[config.mk]
export PLATFORM = sky130hd
export DESIGN_NAME = cpu_sequencer_flat
export DESIGN_NICKNAME = d
export VERILOG_FILES = /design/src/rtl/cpu_sequencer_pkg.sv /design/src/rtl/cpu_sequencer_if.sv /design/src/rtl/cpu_sequencer_mem_wait_timer.sv /design/src/rtl/cpu_sequencer.sv /design/src/flat_wrapper.sv
export SDC_FILE = /design/constraint.sdc
export NUM_CORES = 1
export LEC_CHECK = 0
export BUFFER_PORTS_ARGS = -buffer_cell sky130_fd_sc_hd__buf_2
export CORE_UTILIZATION = 48
export DETAILED_ROUTE_END_ITERATION = 8
export PLACE_DENSITY = 0.83
export SYNTH_ARGS = -nofsm -noshare
export SYNTH_HDL_FRONTEND = slang
export SYNTH_SLANG_ARGS = --single-unit
export TNS_END_PERCENT = 10
[constraint.sdc]
create_clock -name clk -period 1.79 [get_ports clk]
set_input_delay 0.179 -clock clk [delete_from_list [all_inputs] [get_ports clk]]
set_output_delay 0.179 -clock clk [all_outputs]
set_load 0.02 [all_outputs]
[src/rtl/cpu_sequencer_pkg.sv]
// cpu_sequencer_pkg: opcode classes and state codes
// shared by the sequencer, its timer and the bench.
package cpu_sequencer_pkg;

    localparam logic [3:0] OP_HLT = 4'h0;
    localparam logic [3:0] OP_LDW = 4'hA;
    localparam logic [3:0] OP_STW = 4'hB;
    localparam logic [3:0] OP_BRZ = 4'hC;
    localparam logic [3:0] OP_JAL = 4'hD;

    typedef enum logic [2:0] {
        S_IDLE   = 3'd0,
        S_FETCH  = 3'd1,
        S_DECODE = 3'd2,
        S_EXEC   = 3'd3,
        S_MEM    = 3'd4,
        S_WB     = 3'd5
    } seq_state_e;

    function automatic logic is_mem_op(input logic [3:0] op);
        return (op == OP_LDW) || (op == OP_STW);
    endfunction

endpackage

[src/rtl/cpu_sequencer_if.sv]
// cpu_sequencer_if: datapath-facing bundle of the sequencer;
// master is the sequencer, slave is the datapath side.
interface cpu_sequencer_if #(
    parameter int CNT_W = 16
);
    logic [3:0]       opcode;
    logic             zero_flag;
    logic             mem_ready;
    logic             run;
    logic             step;
    logic             ir_load;
    logic             alu_en;
    logic             mem_ren;
    logic             mem_wen;
    logic             reg_wen;
    logic             pc_inc;
    logic             pc_en;
    logic [2:0]       state;
    logic             halted;
    logic             fault;
    logic [CNT_W-1:0] retired;

    modport master (
        input  opcode, zero_flag, mem_ready, run, step,
        output ir_load, alu_en, mem_ren, mem_wen, reg_wen,
        output pc_inc, pc_en, state, halted, fault, retired
    );

    modport slave (
        output opcode, zero_flag, mem_ready, run, step,
        input  ir_load, alu_en, mem_ren, mem_wen, reg_wen,
        input  pc_inc, pc_en, state, halted, fault, retired
    );
endinterface

[src/rtl/cpu_sequencer_mem_wait_timer.sv]
// cpu_sequencer_mem_wait_timer: counts MEM-state cycles and
// flags the last permitted cycle before a timeout fault.
module cpu_sequencer_mem_wait_timer #(
    parameter int TIMEOUT = 15
) (
    input  logic clk,
    input  logic rst,
    input  logic i_clr,
    input  logic i_en,
    output logic o_expired
);
    localparam int CW = $clog2(TIMEOUT + 1);
    localparam logic [CW-1:0] LAST = CW'(TIMEOUT - 1);

    logic [CW-1:0] r_cnt;

    // expired is high during the TIMEOUT-th waiting cycle
    assign o_expired = i_en && (r_cnt == LAST);

    always_ff @(posedge clk or negedge rst) begin
        if (!rst) begin
            r_cnt <= '0;
        end else if (i_clr) begin
            r_cnt <= '0;
        end else if (i_en && !o_expired) begin
            r_cnt <= r_cnt + CW'(1);
        end
    end
endmodule

[src/rtl/cpu_sequencer.sv]
// cpu_sequencer: multi-cycle FETCH/DECODE/EXEC/MEM/WB control
// with RAM wait timeout, HLT lock and run/single-step.
module cpu_sequencer
    import cpu_sequencer_pkg::*;
#(
    parameter int MEM_TIMEOUT = 15,
    parameter int CNT_W       = 16
) (
    input logic            clk,
    input logic            rst,
    cpu_sequencer_if.master bus
);
    seq_state_e       r_state;
    seq_state_e       w_next;
    logic [3:0]       r_op;
    logic             r_stepping;
    logic             r_hlt_lock;
    logic             r_fault;
    logic [CNT_W-1:0] r_retired;

    logic w_go, w_cont, w_mem, w_expired;
    logic w_done, w_hlt, w_fault_set;
    logic w_ir_load, w_alu_en, w_mem_ren, w_mem_wen;
    logic w_reg_wen, w_pc_inc, w_pc_en;

    assign w_go   = !r_fault &&
                    (bus.step || (bus.run && !r_hlt_lock));
    assign w_cont = bus.run && !r_stepping;
    assign w_mem  = (r_state == S_MEM);

    cpu_sequencer_mem_wait_timer #(
        .TIMEOUT (MEM_TIMEOUT)
    ) u_timer (
        .clk       (clk),
        .rst       (rst),
        .i_clr     (!w_mem),
        .i_en      (w_mem),
        .o_expired (w_expired)
    );

    always_comb begin
        w_next      = r_state;
        w_ir_load   = 1'b0;
        w_alu_en    = 1'b0;
        w_mem_ren   = 1'b0;
        w_mem_wen   = 1'b0;
        w_reg_wen   = 1'b0;
        w_pc_inc    = 1'b0;
        w_pc_en     = 1'b0;
        w_done      = 1'b0;
        w_hlt       = 1'b0;
        w_fault_set = 1'b0;
        unique case (r_state)
            S_IDLE: begin
                if (w_go) w_next = S_FETCH;
            end
            S_FETCH: begin
                w_ir_load = 1'b1;
                w_next    = S_DECODE;
            end
            S_DECODE: begin
                if (bus.opcode == OP_HLT) begin
                    w_hlt  = 1'b1;
                    w_next = S_IDLE;
                end else begin
                    w_next = S_EXEC;
                end
            end
            S_EXEC: begin
                w_alu_en = 1'b1;
                if (is_mem_op(r_op)) begin
                    w_next = S_MEM;
                end else if (r_op == OP_BRZ) begin
                    w_pc_en  = bus.zero_flag;
                    w_pc_inc = !bus.zero_flag;
                    w_done   = 1'b1;
                end else begin
                    w_next = S_WB;
                end
            end
            S_MEM: begin
                w_mem_ren = (r_op == OP_LDW);
                w_mem_wen = (r_op == OP_STW);
                if (bus.mem_ready) begin
                    if (r_op == OP_STW) begin
                        w_pc_inc = 1'b1;
                        w_done   = 1'b1;
                    end else begin
                        w_next = S_WB;
                    end
                end else if (w_expired) begin
                    w_fault_set = 1'b1;
                    w_next      = S_IDLE;
                end
            end
            S_WB: begin
                w_reg_wen = 1'b1;
                w_pc_en   = (r_op == OP_JAL);
                w_pc_inc  = (r_op != OP_JAL);
                w_done    = 1'b1;
            end
            default: w_next = S_IDLE;
        endcase
        if (w_done) w_next = w_cont ? S_FETCH : S_IDLE;
    end

    always_ff @(posedge clk or negedge rst) begin
        if (!rst) begin
            r_state    <= S_IDLE;
            r_op       <= '0;
            r_stepping <= 1'b0;
            r_hlt_lock <= 1'b0;
            r_fault    <= 1'b0;
            r_retired  <= '0;
        end else begin
            r_state <= w_next;
            if (r_state == S_DECODE) r_op <= bus.opcode;
            if (r_state == S_IDLE) begin
                r_stepping <= w_go && bus.step;
                if (!bus.run) r_hlt_lock <= 1'b0;
            end else if (w_done && !w_cont) begin
                r_stepping <= 1'b0;
            end
            if (w_hlt) r_hlt_lock <= 1'b1;
            if (w_fault_set) r_fault <= 1'b1;
            if (w_done) r_retired <= r_retired + CNT_W'(1);
        end
    end

    assign bus.ir_load = w_ir_load;
    assign bus.alu_en  = w_alu_en;
    assign bus.mem_ren = w_mem_ren;
    assign bus.mem_wen = w_mem_wen;
    assign bus.reg_wen = w_reg_wen;
    assign bus.pc_inc  = w_pc_inc;
    assign bus.pc_en   = w_pc_en;
    assign bus.state   = r_state;
    assign bus.halted  = (r_state == S_IDLE);
    assign bus.fault   = r_fault;
    assign bus.retired = r_retired;
endmodule

[src/flat_wrapper.sv]
// flat-port wrapper written by rule: the top's interface ports become plain ports
module cpu_sequencer_flat import cpu_sequencer_pkg::*;
#(
    parameter int MEM_TIMEOUT = 15,
    parameter int CNT_W       = 16
)
  (clk, rst, bus_opcode, bus_zero_flag, bus_mem_ready, bus_run, bus_step, bus_ir_load, bus_alu_en, bus_mem_ren, bus_mem_wen, bus_reg_wen, bus_pc_inc, bus_pc_en, bus_state, bus_halted, bus_fault, bus_retired);
  cpu_sequencer_if #(.CNT_W(CNT_W)) bus_i ();
  input logic clk;
  input logic rst;
  input wire logic [$bits(bus_i.opcode)-1:0] bus_opcode;
  input wire logic [$bits(bus_i.zero_flag)-1:0] bus_zero_flag;
  input wire logic [$bits(bus_i.mem_ready)-1:0] bus_mem_ready;
  input wire logic [$bits(bus_i.run)-1:0] bus_run;
  input wire logic [$bits(bus_i.step)-1:0] bus_step;
  output wire logic [$bits(bus_i.ir_load)-1:0] bus_ir_load;
  output wire logic [$bits(bus_i.alu_en)-1:0] bus_alu_en;
  output wire logic [$bits(bus_i.mem_ren)-1:0] bus_mem_ren;
  output wire logic [$bits(bus_i.mem_wen)-1:0] bus_mem_wen;
  output wire logic [$bits(bus_i.reg_wen)-1:0] bus_reg_wen;
  output wire logic [$bits(bus_i.pc_inc)-1:0] bus_pc_inc;
  output wire logic [$bits(bus_i.pc_en)-1:0] bus_pc_en;
  output wire logic [$bits(bus_i.state)-1:0] bus_state;
  output wire logic [$bits(bus_i.halted)-1:0] bus_halted;
  output wire logic [$bits(bus_i.fault)-1:0] bus_fault;
  output wire logic [$bits(bus_i.retired)-1:0] bus_retired;
  assign bus_i.opcode = bus_opcode;
  assign bus_i.zero_flag = bus_zero_flag;
  assign bus_i.mem_ready = bus_mem_ready;
  assign bus_i.run = bus_run;
  assign bus_i.step = bus_step;
  assign bus_ir_load = bus_i.ir_load;
  assign bus_alu_en = bus_i.alu_en;
  assign bus_mem_ren = bus_i.mem_ren;
  assign bus_mem_wen = bus_i.mem_wen;
  assign bus_reg_wen = bus_i.reg_wen;
  assign bus_pc_inc = bus_i.pc_inc;
  assign bus_pc_en = bus_i.pc_en;
  assign bus_state = bus_i.state;
  assign bus_halted = bus_i.halted;
  assign bus_fault = bus_i.fault;
  assign bus_retired = bus_i.retired;
  cpu_sequencer #(.MEM_TIMEOUT(MEM_TIMEOUT), .CNT_W(CNT_W)) u_core (.clk(clk), .rst(rst), .bus(bus_i));
endmodule
==> results.toml, run 1 <==
[run_status]
outcome = "finished with violations"
violations = "negative setup slack"

[route]
via_per_inst = 5.53
drt-wirelength-per-cell_um = 15.6
first_pass_iters = 4
finalWirelength_mm = 4.00
drt_iter0_markers = 87
antenna_left = 0
vias = 1420
drc = 0

[worst_setup_path]
slowest_stage = "dfrtp_2"
critical_path.max_fanout = 12
worstPathCellList = "nor3b_4 > nand4_4 > buf_12 > nand2_2 > buf_6"
crit_path_start_kind = "flop"
required_ns = 1.61
critPathMaxStageDelay_ns = 0.46
worstSetupPathType = "flop to primary output"
arrival_ns = 1.62
end_kind = "primary output"

[power]
leakagePower_nw = 0.945
swShare_pct = 45.0
powerDensity_nw_per_um2 = 1450
vdd_drop_max_mv = 0.902
p_int_mw = 1.73
p_switching_mw = 1.41
p_comb_share_pct = 49.7
seqPwrFrac_pct = 36.7
clock_power_share_pct = 13.6

[clocking]
cts_buffer_depth = 2
numCtsBuffers = 5
cts_tree = "yes"
htreeDepth = 2
cts_root_buf = "clkbuf_4"
clkTransAtPathRegs_ns = 0.10
clk_latency_ns = 0.33
cts.sinks = 30

[cells_and_area]
drive_above_1_share_pct = 42.2
utilization_pct = 64.9
fin_cells = 257
nNetsFinal = 223
diodes = 0
syn_to_final_growth_pct = 29.3
num-fill-cells = 288

[timing]
grt_setup_unrepaired = "true"
slew_headroom_pct = 54.8
hold_viol = 0
layout_min_cycle_time_ns = 1.80
worstMarginPinSlew_ns = 0.678
finalSetupViolations = 2
fin_skew_ns = 0.00677
fin_ws_ns = -0.00619
drv_slew = 0
final_min_period_over_clock_period_pct = 100
fmax_ghz = 0.557
timing.hold.ws_ns = 0.102

[floorplanning]
coreArea_um2 = 3340
dieArea_um2 = 3730
die_y_um = 61.1
rows = 21
die_x_um = 61.1
num_io_pins = 38
initial_core_util_pct = 50.2

[synth]
synth_cell_types = 42
syn_nets = 167
synthCells = 154
ys_ff_latch = 30
synth_area_per_cell_um2 = 10.9
yosysWarnings = 0
yosysSeqAreaShare_pct = 44.8
syn_area_um2 = 1670

[placement]
port_buffers = 37
gp_congestion = 0.792
dp.cells = 242
dp_hpwl_mm = 2.63

[worst_hold_path]
hold_class = "input port to flop"

[grt]
overflow = 0
grt_pass1_wl_mm = 5.91
grt_pass1_vias = 1311
grtUsageTotal_pct = 22.4
grt_max_degree = 31
antenna_found_initial = 0

[run]
cap_viol_max_count = 0
## worst paths after layout
path | from | end | slack, ns | cells after the start
min reg2reg | u_core.bus.fault | u_core.bus.fault | 0.51 | 1
max reg2reg | u_core.r_op[1] | u_core.bus.retired[14] | 0 | 5
min in group asynchronous | rst | u_core.bus.state[1] | 0.41 | 2
max | u_core.bus.state[1] | bus_pc_inc | -0.006 | 5
min | bus_opcode[3] | u_core.r_op[3] | 0.10 | 2
max in group asynchronous | rst | u_core.bus.state[0] | 0.90 | 2
## placed cells by master, fill, tap and decap left out, types with 4 or more instances in the layout
| cell type | Yosys | routed |
|---|---|---|
| nand2_1 | 10 | 9 |
| xnor2_1 | 4 | 4 |
| buf_2 | 1 | 36 |
| a21oi_1 | 9 | 9 |
| dfrtp_2 | 0 | 5 |
| xor2_1 | 14 | 14 |
| dfrtp_1 | 30 | 25 |
| inv_1 | 7 | 7 |
| nor2_1 | 10 | 10 |
| buf_4 | 2 | 15 |
| nand3_1 | 8 | 8 |
| clkbuf_4 | 0 | 5 |
| a2111oi_4 | 0 | 4 |
| mux2_2 | 4 | 4 |
## what timing repair did
item / CTS / global route
pin swaps: 3 / 4
setup endpoints to repair: 4 / 8
hold buffers: 1 / 0
buffers inserted: 3 / 3
hold endpoints to repair: 30 / 0
resized for setup: 7 / 7
## sequential cells by signal, indices dropped and copies added (netlist names)
signal,cells
u_core.bus.fault,1
u_core.bus.retired,16
u_core.bus.state,3
u_core.r_hlt_lock,1
u_core.r_op,4
u_core.r_stepping,1
u_core.u_timer.r_cnt,4
## Yosys cell counts
library cell	n	share of area, %
inv_1	7	1.6
nor3b_1	1	0.45
a222oi_1	1	0.60
a21boi_1	2	0.90
buf_4	2	0.90
a211oi_2	3	2.2
xnor2_1	4	2.1
o31a_1	1	0.52
a211o_1	1	0.52
nand4_1	3	1.1
and4_1	1	0.52
buf_2	1	0.30
nand3b_4	1	1.2
a31oi_1	1	0.37
or3b_2	2	1.0
a211oi_1	2	0.90
and3_1	3	1.1
nand3b_1	3	1.3
or2_2	1	0.37
ha_1	3	2.2
and3b_1	1	0.52
buf_6	3	2.0
o22ai_1	1	0.37
o211ai_1	1	0.45
o21bai_1	1	0.45
a2111oi_2	5	4.5
nor4_1	1	0.37
nand2_1	10	2.2
a221oi_1	1	0.52
o21ai_0	3	0.90
nand4_4	1	1.3
dfrtp_1	30	45
a21oi_1	9	2.7
nor3b_4	1	1.1
nor3_1	2	0.60
nand2b_1	3	1.1
a41o_1	1	0.60
nand3_1	8	2.4
xor2_1	14	7.3
or4_1	1	0.45
nor2_1	10	2.2
mux2_2	4	2.7
## area by class of cell
class,instances,area [um^2],share of cell area [%]
multi-input cells,111,910,42.0
flip-flops and latches,30,757,35.0
repair buffers,55,354,16.4
well taps,46,57.6,2.66
clock buffers,7,55.1,2.54
inverters,7,26.3,1.21
clock inverters,1,5.00,0.231
## power groups by stage
stage	Combinational [mW]	Clock [mW]	Sequential, mW
after CTS	1.47	0.439	1.16
final	1.56	0.427	1.15
after floorplan	0.828	0	1.27
after global placement	1.38	0	1.14
after global routing	1.70	0.470	1.18
after detailed placement	1.40	0	1.16
## through the flow
step / setup TNS [ns] / worst slack (ns) / area (um^2) / power [mW]
4_1_cts: 0 / 0.00977 / 2090 / 3.07
5_1_grt: -0.249 / -0.0698 / 2160 / 3.35
3_5_place_dp: -0.0199 / -0.0199 / 1970 / 2.56
2_1_floorplan: 0 / 0.00931 / 1680 / 2.10
6_report: -0.00834 / -0.00619 / 2160 / 3.14
3_3_place_gp: 0 / 0.0883 / 1970 / 2.51
## cells by family after synthesis
family	count (synthesis)	share of synthesized area (%)
compound gates	33	16.5
xor+xnor	18	9.42
fa+ha+maj	3	2.24
buf+inv	13	4.78
flops	30	44.8
mux	4	2.69
simple gates	53	19.5
## worst max-delay path: cells and delay by family, from the launching register on
kind	cells	cell delay (ns)
buf+inv	2	0.31
flops	1	0.46
simple gates	3	0.52
## layer usage
| layer | global-route usage [%] | part of all wire [%] | vias up |
|---|---|---|---|
| met3 | 5.46 | 3.9 | 7 |
| met4 | 10.1 | 1.6 | 0 |
| li1 | - | - | 668 |
| met1 | 28.0 | 42 | 698 |
| met5 | 0 | 0 | - |
| met2 | 37.0 | 52 | 47 |
No activity file was read; power rests on OpenSTA's default activity.
==> inputs of run 2 (changes only) <==
--- a/config.mk
+++ b/config.mk
@@ -6,9 +6,12 @@
 export NUM_CORES = 1
 export LEC_CHECK = 0
 export BUFFER_PORTS_ARGS = -buffer_cell sky130_fd_sc_hd__buf_2
-export CORE_UTILIZATION = 48
+export CELL_PAD_IN_SITES_DETAIL_PLACEMENT = 0
+export CELL_PAD_IN_SITES_GLOBAL_PLACEMENT = 1
+export CORE_UTILIZATION = 37
 export DETAILED_ROUTE_END_ITERATION = 8
 export PLACE_DENSITY = 0.83
+export SKIP_CTS_REPAIR_TIMING = 1
 export SYNTH_ARGS = -nofsm -noshare
 export SYNTH_HDL_FRONTEND = slang
 export SYNTH_SLANG_ARGS = --single-unit
==> results.toml, run 2 (synthesis gave the netlist of run 1 again) <==
[run_status]
outcome = "finished with violations"
violations = "negative setup slack"

[grt]
grt_pass1_vias = 1361
grt_pass1_wl_mm = 6.14
grtUsageTotal_pct = 16.0
overflow = 0
grt_max_degree = 31
antenna_found_initial = 0

[route]
drt-met1-wl_mm = 1.69
drt_iter0_markers = 118
first_pass_iters = 4
via_per_inst = 5.16
finalWirelength_mm = 3.69
drc = 0
wl_met2_mm = 1.84
vias = 1361
drt-wirelength-per-cell_um = 14.0
route.met3.wl_um = 144
antenna_left = 0
top_layer = "met4"

[clocking]
clk_latency_ns = 0.28
cts_root_buf = "clkbuf_8"
cts_tree = "yes"
clkTransAtPathRegs_ns = 0.07
cts_buffer_depth = 2
htreeDepth = 2
cts.sinks = 30
numCtsBuffers = 5

[cells_and_area]
fin_area_um2 = 2220
diodes = 0
largest_register_ffs = 16
fin_cells = 264
mostFrequentLayoutCells = "buf_2, dfrtp_1, buf_4"
final_common_cell = "buf_2"
syn_to_final_growth_pct = 32.8
drive_above_1_share_pct = 39.6
num-fill-cells = 401
nNetsFinal = 225

[floorplanning]
die_x_um = 69.3
rows = 24
die_y_um = 69.3
coreArea_um2 = 4350
num_io_pins = 38
initial_core_util_pct = 38.4
dieArea_um2 = 4800

[worst_setup_path]
crit_path_start_kind = "flop"
critical_path.max_fanout = 7
end_kind = "flop"
required_ns = 1.98
arrival_ns = 1.99
worstSetupPathType = "flop to flop"

[timing]
fin_ws_ns = -0.00942
grt_setup_unrepaired = "true"
finalSetupViolations = 1
layout_min_cycle_time_ns = 1.80
fin_tns_setup_ns = -0.00942
fin_skew_ns = 0.0115
worstMarginPinSlew_ns = 0.676
drv_slew = 0
final_min_period_over_clock_period_pct = 101
hold_viol = 0
slew_headroom_pct = 55.0
fmax_ghz = 0.556

[placement]
dp.cells = 253
postPlaceCellArea_um2 = 2020
dp_hpwl_mm = 2.67
port_buffers = 37
gp_congestion = 0.731

[power]
power.total_mw = 3.29
vdd_drop_max_mv = 0.730
powerDensity_nw_per_um2 = 1480
leakagePower_nw = 0.983

[worst_hold_path]
hold_class = "input port to flop"

[run]
cap_viol_max_count = 0
run 2: cell types whose count changed in the layout (fill, tap and decap cells not counted), sizes merged:
| cell | previous run | this run |
|---|---|---|
| buf | 54 | 55 |
| clkinv | 1 | 0 |
| clkbuf | 7 | 8 |
run 2: final cells by class:
type / instances / area (um^2) / share of cell area, %
Multi-Input combinational cell: 111 / 911 / 41.0
Clock buffer: 7 / 86.3 / 3.88
Tap cell: 52 / 65.1 / 2.93
Sequential cell: 30 / 754 / 33.9
Timing Repair Buffer: 57 / 380 / 17.1
Inverter: 7 / 26.3 / 1.18
run 2: power breakdown:
part	switching [mW]	internal, mW	total, mW	leakage, nW
logic	0.923	0.694	1.62	0.601
registers	0.232	0.896	1.13	0.338
clock network	0.239	0.304	0.543	0.0443
total	1.39	1.89	3.29	0.983
run 2: critical path: stages (launching register included):
cell	delay, ns
dfrtp_2	0.43
nand3b_4	0.17
o31a_1	0.38
buf_4	0.18
clkbuf_16	0.15
a211oi_2	0.23
xor2_1	0.17
run 2: per-layer routing:
layer / up-vias / track usage (%)
met5: - / 0
met4: 0 / 5.67
met3: 2 / 4.51
met2: 30 / 25.9
met1: 652 / 20.4
li1: 677 / -
run 2: worst paths after layout:
path                       slack, ns              startpoint                      to  cells past startpoint
max in group asynchronous       0.84                     rst     u_core.bus.state[1]                      2
min in group asynchronous       0.48                     rst   u_core.bus.retired[1]                      2
min                             0.13           bus_opcode[0]          u_core.r_op[0]                      3
max reg2reg                   -0.009     u_core.bus.state[2]   u_core.bus.retired[7]                      6
min reg2reg                     0.46  u_core.bus.retired[15]  u_core.bus.retired[15]                      1
max                           -0.009     u_core.bus.state[2]   u_core.bus.retired[7]                      6
run 2: stage by stage:
stage,setup WS (ns),hold WS (ns),util [%]
global placement,0.0234,0.250,46.4
floorplan,0.00931,-0.117,-
global route,-0.0548,0.149,51.1
detailed placement,0.0131,0.271,46.4
CTS,-0.0166,-0.0457,48.3
finish,-0.00942,0.125,51.1
